`src/rtl/crumb_pkg.sv`:
```
// ----------------------------------------------------------------------------
// crumb_pkg
// Shared constants for the cookie display frame reader.
//   GRID_W_DEF / GRID_H_DEF : default grid geometry (cells per row, rows)
//   ST_*                    : reader FSM state encodings
//   idx_w / cnt_w / pop_w   : derived widths for row index, bit counter and
//                             live-cell count
// ----------------------------------------------------------------------------
package crumb_pkg;

   localparam int GRID_W_DEF = 16;
   localparam int GRID_H_DEF = 16;

   localparam int STATE_W = 3;
   localparam logic [STATE_W-1:0] ST_IDLE    = 3'd0;
   localparam logic [STATE_W-1:0] ST_LATCH   = 3'd1;
   localparam logic [STATE_W-1:0] ST_SHIFT   = 3'd2;
   localparam logic [STATE_W-1:0] ST_PRESENT = 3'd3;
   localparam logic [STATE_W-1:0] ST_DONE    = 3'd4;

   // Row index width.
   function automatic int idx_w(input int rows);
      return (rows > 1) ? $clog2(rows) : 1;
   endfunction

   // Bit counter must be able to hold GRID_W itself (row complete).
   function automatic int cnt_w(input int cols);
      return $clog2(cols + 1);
   endfunction

   // Live count covers 0..GRID_W*GRID_H inclusive.
   function automatic int pop_w(input int cols, input int rows);
      return $clog2(cols * rows) + 1;
   endfunction

endpackage

```
`src/rtl/crumb_row_shifter.sv`:
```
// ----------------------------------------------------------------------------
// crumb_row_shifter
// Serial-in / parallel-out row register. Each sampled bit lands in column
// GRID_W-1-bitcnt, so the first bit of a row fills the top column.
// Ports:
//   clk, rst  : clock, asynchronous active-high reset
//   clear     : restart the load position at column GRID_W-1
//   sample    : capture bit_in on this edge
//   bit_in    : serial data from the display chain
//   row_data  : assembled row (held while sample is low)
//   row_full  : this edge captures the last bit of the row
// ----------------------------------------------------------------------------
module crumb_row_shifter
   import crumb_pkg::*;
#(
   parameter int GRID_W = GRID_W_DEF
) (
   input  logic              clk,
   input  logic              rst,
   input  logic              clear,
   input  logic              sample,
   input  logic              bit_in,
   output logic [GRID_W-1:0] row_data,
   output logic              row_full
);

   localparam int CNT_W = cnt_w(GRID_W);
   localparam int POS_W = $clog2(GRID_W);

   logic [CNT_W-1:0] bitcnt;
   logic [POS_W-1:0] pos;

   // Column the next sampled bit is written to.
   assign pos      = POS_W'(GRID_W - 1) - bitcnt[POS_W-1:0];
   assign row_full = sample && (bitcnt == CNT_W'(GRID_W - 1));

   always_ff @(posedge clk or posedge rst) begin
      if (rst) begin
         bitcnt   <= '0;
         row_data <= '0;
      end else if (clear) begin
         bitcnt <= '0;
      end else if (sample && (bitcnt < CNT_W'(GRID_W))) begin
         row_data[pos] <= bit_in;
         bitcnt        <= bitcnt + 1'b1;
      end
   end

endmodule

```
`src/rtl/crumb_frame_reader.sv`:
```
// ----------------------------------------------------------------------------
// crumb_frame_reader
// Reads one frame out of the cookie grid display chain: pulses display so the
// grid latches its cells, shifts the chain out one bit per cycle and presents
// each GRID_W-bit row downstream, top row first.
// Ports:
//   clk, rst        : clock, asynchronous active-high reset
//   start           : one-cycle frame request (honoured only in IDLE)
//   busy            : frame in progress (LATCH..DONE)
//   display         : one-cycle latch pulse to the grid
//   shift_en        : advance the grid chain by one bit
//   display_bit_in  : serial bit from the grid chain
//   row_data/row_idx/row_valid/row_ready : row output handshake
//   frame_done      : one-cycle pulse after the last row is accepted
//   live_count      : number of ones in the frame
// Build option: CRUMB_READER_POPCOUNT_EN enables the live_count counter;
// without it live_count is tied to zero.
//
// Handshake: a row transfers on any rising edge where row_valid && row_ready.
// row_valid never drops and row_data/row_idx never change until that
// transfer; row_ready with row_valid low is ignored.
// ----------------------------------------------------------------------------
module crumb_frame_reader
   import crumb_pkg::*;
#(
   parameter int GRID_W = GRID_W_DEF,
   parameter int GRID_H = GRID_H_DEF
) (
   input  logic                               clk,
   input  logic                               rst,
   input  logic                               start,
   output logic                               busy,
   output logic                               display,
   output logic                               shift_en,
   input  logic                               display_bit_in,
   output logic [GRID_W-1:0]                  row_data,
   output logic [idx_w(GRID_H)-1:0]           row_idx,
   output logic                               row_valid,
   input  logic                               row_ready,
   output logic                               frame_done,
   output logic [pop_w(GRID_W, GRID_H)-1:0]   live_count
);

   localparam int IDX_W = idx_w(GRID_H);
   localparam int POP_W = pop_w(GRID_W, GRID_H);

   logic [STATE_W-1:0] state;
   logic [STATE_W-1:0] state_next;
   logic               row_full;
   logic               transfer;
   logic               row_clear;

   // Outputs are pure state decodes, so reset values follow directly.
   assign busy       = (state != ST_IDLE);
   assign display    = (state == ST_LATCH);
   assign shift_en   = (state == ST_SHIFT);
   assign row_valid  = (state == ST_PRESENT);
   assign frame_done = (state == ST_DONE);

   assign transfer  = row_valid && row_ready;
   assign row_clear = display || transfer;

   always_comb begin
      state_next = state;
      case (state)
         ST_IDLE:    if (start) state_next = ST_LATCH;
         ST_LATCH:   state_next = ST_SHIFT;
         // Leave SHIFT on the edge that captures the last bit so shift_en
         // is already low in the first PRESENT cycle.
         ST_SHIFT:   if (row_full) state_next = ST_PRESENT;
         ST_PRESENT: if (row_ready) state_next = (row_idx == '0) ? ST_DONE : ST_SHIFT;
         ST_DONE:    state_next = ST_IDLE;
         default:    state_next = ST_IDLE;
      endcase
   end

   always_ff @(posedge clk or posedge rst) begin
      if (rst) begin
         state   <= ST_IDLE;
         row_idx <= '0;
      end else begin
         state <= state_next;
         if (display) begin
            row_idx <= IDX_W'(GRID_H - 1);
         end else if (transfer && (row_idx != '0)) begin
            row_idx <= row_idx - 1'b1;
         end
      end
   end

   crumb_row_shifter #(
      .GRID_W (GRID_W)
   ) u_shifter (
      .clk      (clk),
      .rst      (rst),
      .clear    (row_clear),
      .sample   (shift_en),
      .bit_in   (display_bit_in),
      .row_data (row_data),
      .row_full (row_full)
   );

`ifdef CRUMB_READER_POPCOUNT_EN
   // Cleared at latch time; holds its final value from DONE until the next
   // frame's LATCH.
   always_ff @(posedge clk or posedge rst) begin
      if (rst) begin
         live_count <= '0;
      end else if (display) begin
         live_count <= '0;
      end else if (shift_en && display_bit_in) begin
         live_count <= live_count + 1'b1;
      end
   end
`else
   assign live_count = POP_W'(0);
`endif

endmodule

```
`config.mk`:
```
export PLATFORM = sky130hd
export DESIGN_NAME = crumb_frame_reader
export DESIGN_NICKNAME = d
export VERILOG_FILES = /design/src/rtl/crumb_pkg.sv /design/src/rtl/crumb_row_shifter.sv /design/src/rtl/crumb_frame_reader.sv
export SDC_FILE = /design/constraint.sdc
export NUM_CORES = 1
export LEC_CHECK = 0
export ABC_AREA = 1
export BUFFER_PORTS_ARGS = -buffer_cell sky130_fd_sc_hd__buf_2
export CAP_MARGIN = 5
export CORE_MARGIN = 2
export CORE_UTILIZATION = 55
export CTS_BUF_LIST = sky130_fd_sc_hd__clkbuf_8
export CTS_CLUSTER_DIAMETER = 30
export CTS_CLUSTER_SIZE = 24
export DETAILED_ROUTE_END_ITERATION = 6
export PLACE_DENSITY_LB_ADDON = 0.25
export SLEW_MARGIN = 20
export SYNTH_ARGS = -nofsm -noshare
export SYNTH_HDL_FRONTEND = slang
export SYNTH_SLANG_ARGS = --single-unit
```
`constraint.sdc`:
```
create_clock -name clk -period 2.09 [get_ports clk]
set_clock_uncertainty 0.1 [all_clocks]
set_input_delay 0.1045 -clock clk [delete_from_list [all_inputs] [get_ports clk]]
set_output_delay 0.1045 -clock clk [all_outputs]
set_load 0.02 [all_outputs]
```
==> qor.yml <==
synth:
  synth.ff_latch_count: 28
  ys_warn_count: 0
  synth.lib_cells_used.distinct: 24
  synth_top_cell_by_area: "sky130_fd_sc_hd__dfrtp_1"
  muxShareOfSynthArea: 0
  adder_cell_share_of_the_synthesized_area: 0.0460
  synth_top_cells_by_count: "sky130_fd_sc_hd__nand2_1, sky130_fd_sc_hd__nand3_1, sky130_fd_sc_hd__dfrtp_1, sky130_fd_sc_hd__inv_1, sky130_fd_sc_hd__nand4_1"
  synthesis.area_um2: 1630
  synth_enable_flop_cells: 0
  synthCells: 209
  synthSimpleGateAreaFrac: 0.365
  synth_compound_gate_area_share: 0.0215
  synth-async-reset-ratio: 1.00
  post_synth_main_area_contributors: "sky130_fd_sc_hd__dfrtp_1, sky130_fd_sc_hd__nand2_1, sky130_fd_sc_hd__nand3_1, sky130_fd_sc_hd__nand4_1, sky130_fd_sc_hd__ha_1"
  synth_top_family_by_area: "simple AND/OR/NAND/NOR gates"
  yosysSeqAreaShare: 0.430
  synth_ff_type: "sky130_fd_sc_hd__dfrtp_1"
  synth_xor_xnor_area_share: 0.00537
  most_frequent_cell_after_synthesis: "sky130_fd_sc_hd__nand2_1"
  syn-mean-instance-area_um2: 7.80
  synth_top_area_frac: 0.430
drt:
  route.detailed.drc: 0
  detail_route.vias_per_cell: 5.08
  route.final.wire_length_mm: 2.92
  vias: 1337
  routed_wire_length_per_instance_um: 11.1
  drt-pass1-iter-count: 4
  drtAntennaViolNets: 0
  detail_route.iter0.violations: 60
worst_setup_path:
  worst-setup-path-type: "register to register"
  path_buf_inv: 1
  crit_path_start_kind: "register"
  crit_required_ns: 2.20
  critical_path.endpoint_type: "register"
  crit_path_max_delay_family: "adder cells"
  timing.critical_path.from: "u_shifter.bitcnt[0]"
  timing.critical_path.slowest_stage_cell: "sky130_fd_sc_hd__dfrtp_1"
  cpPeakStageDelay_ns: 0.42
  critical_path_peak_fanout: 8
  critical_path_cell_list: "ha_1, inv_1, nor2_1, ha_1, nor2_1, nor2_1, nand2_1, nand2_1"
  critical_path.most_common_cell: "sky130_fd_sc_hd__nor2_1"
  r2r_start: "u_shifter.bitcnt[0]"
  r2r_setup_slack_ns: 0.38
  cp_data_arrival_time_ns: 1.82
global_route:
  grt.met1_usage: 0.250
  antenna_violations_before_repair: 0
  grt_util_met3: 0.0462
  gr-total-overflow: 0
  gr-usage-all-layers: 0.188
  first_global_vias: 1161
  grt_pass1_wl_mm: 5.04
  grt_start_max_net_pins: 37
  gr-max-usage-layer: "met2"
  grt.met2_usage: 0.321
die:
  top_level_ports: 39
  starting_density_of_the_core: 0.586
  core-area_um2: 2780
  design.die.area_um2: 3420
  chipWidth_um: 58.4
  fp-row-count: 19
  chipHeight_um: 58.4
power:
  combinational_share_of_power: 0.516
  switching_share: 0.491
  total_power_mw: 2.35
  power.leakage_nw: 0.917
  peakVddDrop_mv: 1.03
  seq_power_share: 0.364
  share_of_power_burned_in_the_clock_network: 0.120
  netSwitchingPower_mw: 1.16
  p_int_mw: 1.20
  cellPowerDensity_nw_per_um2: 1330
cells_and_area:
  area_delta_synth_final_pct: 8.83
  fillers: 250
  final_util: 0.638
  antenna_cells: 0
  layout.nets: 245
  drive_above_1_share: 0.172
clock_network:
  cts_sinks: 28
  cts_tree: "yes"
  clk_path_buf_depth: 2
  numCtsBuffers: 3
  clkTransAtPathRegs_ns: 0.09
  clock_tree.htree_level_count: 1
  clock_latency_ns: 0.27
  cts_root_buffer: "sky130_fd_sc_hd__clkbuf_8"
timing:
  min_period_over_period: 0.818
  achievable-frequency_mhz: 585
  min_period_ns: 1.71
  total_negative_slack_ns: 0
  hold_violations: 0
  setup_viol: 0
  rsz_0062_raised_after_global_routing: "false"
  final_max_slew_viols: 0
place:
  port_buffers: 29
  hpwl_mm: 2.11
  gp_routability_congestion: 0.873
min_path:
  min_from: "row_ready"
  min-delay-path-class: "input pin to register"
run:
  drv.max_cap_violation_count: 0
status:
  outcome: "finished, final reports clean"
## metal layers
metal,wire length [um],up-vias
met3,132,2
met2,1320,30
met1,1470,600
li1,-,705
met5,0,-
met4,6,0
## state kept, by name (all words and copies together), names as in the netlist
register / flops
row_idx: 4
u_shifter.bitcnt: 5
state: 3
u_shifter.row_data: 16
## kinds of logic after synthesis
group                      after synthesis
and+or+nand+nor                        125
buffers and inverters                   41
DFF                                     28
AOI/OAI and AO/OA                        7
adders and majority gates                6
xor gates and xnor gates                 1
other                                    1
## cells in the final DEF, fill, tap and decap left out, types with 2 or more instances in the layout
cell and n:
sky130_fd_sc_hd__nand4_1 17, sky130_fd_sc_hd__inv_2 3, sky130_fd_sc_hd__inv_1 18, sky130_fd_sc_hd__ha_1 6
sky130_fd_sc_hd__nand3_1 32, sky130_fd_sc_hd__nor2_4 2, sky130_fd_sc_hd__conb_1 9, sky130_fd_sc_hd__nand2_1 62
sky130_fd_sc_hd__o21ai_1 5, sky130_fd_sc_hd__dfrtp_1 28, sky130_fd_sc_hd__buf_2 29, sky130_fd_sc_hd__clkbuf_8 3
sky130_fd_sc_hd__nor2_1 8
## metrics by stage
step / cells / worst slack (ns) / instance area, um2 / hold WS, ns
after floorplan: 217 / 0.495 / 1660 / 0.0699
after global placement: 259 / 0.497 / 1720 / 0.0862
after detailed placement: 259 / 0.406 / 1720 / 0.0847
after CTS: 263 / 0.383 / 1770 / 0.0645
after global routing: 263 / 0.197 / 1770 / 0.108
final: 263 / 0.381 / 1770 / 0.0612
## power groups by stage
stage          Clock, mW  Combinational, mW  Sequential [mW]
2_1_floorplan          0              0.882            0.972
3_3_place_gp           0               1.20            0.861
3_5_place_dp           0               1.21            0.866
4_1_cts            0.292               1.22            0.855
5_1_grt            0.309               1.37            0.880
6_report           0.283               1.21            0.856
## what timing repair did
| action | CTS | global route |
|---|---|---|
| buffers inserted | 0 | 0 |
| hold buffers | 1 | 0 |
| hold endpoints to repair | 28 | 0 |
| resized for setup | 0 | 0 |
## worst paths after layout
| path | endpoint | cells past startpoint |
|---|---|---|
| worst max-delay path | state[0] | 8 |
| worst min-delay path | row_idx[2] | 4 |
| worst max register to register | state[0] | 8 |
| worst min register to register | u_shifter.row_data[9] | 2 |
| max in group asynchronous | u_shifter.bitcnt[2] | 4 |
| min in group asynchronous | u_shifter.bitcnt[4] | 4 |
## layout make-up
cell class / count / area, um2 / area share
clock buffer: 3 / 41.3 / 0.0233
inverter: 22 / 82.6 / 0.0465
multi-input combinational: 148 / 748 / 0.422
sequential: 28 / 701 / 0.395
tap: 31 / 38.8 / 0.0219
timing repair buffer: 31 / 163 / 0.0917
## worst min-delay path, cell delays in order
cell,delay [ns]
sky130_fd_sc_hd__buf_2,0.12
sky130_fd_sc_hd__nand3_1,0.07
sky130_fd_sc_hd__a21oi_1,0.06
sky130_fd_sc_hd__nand2_1,0.04
(Power assumes the default switching activity.)
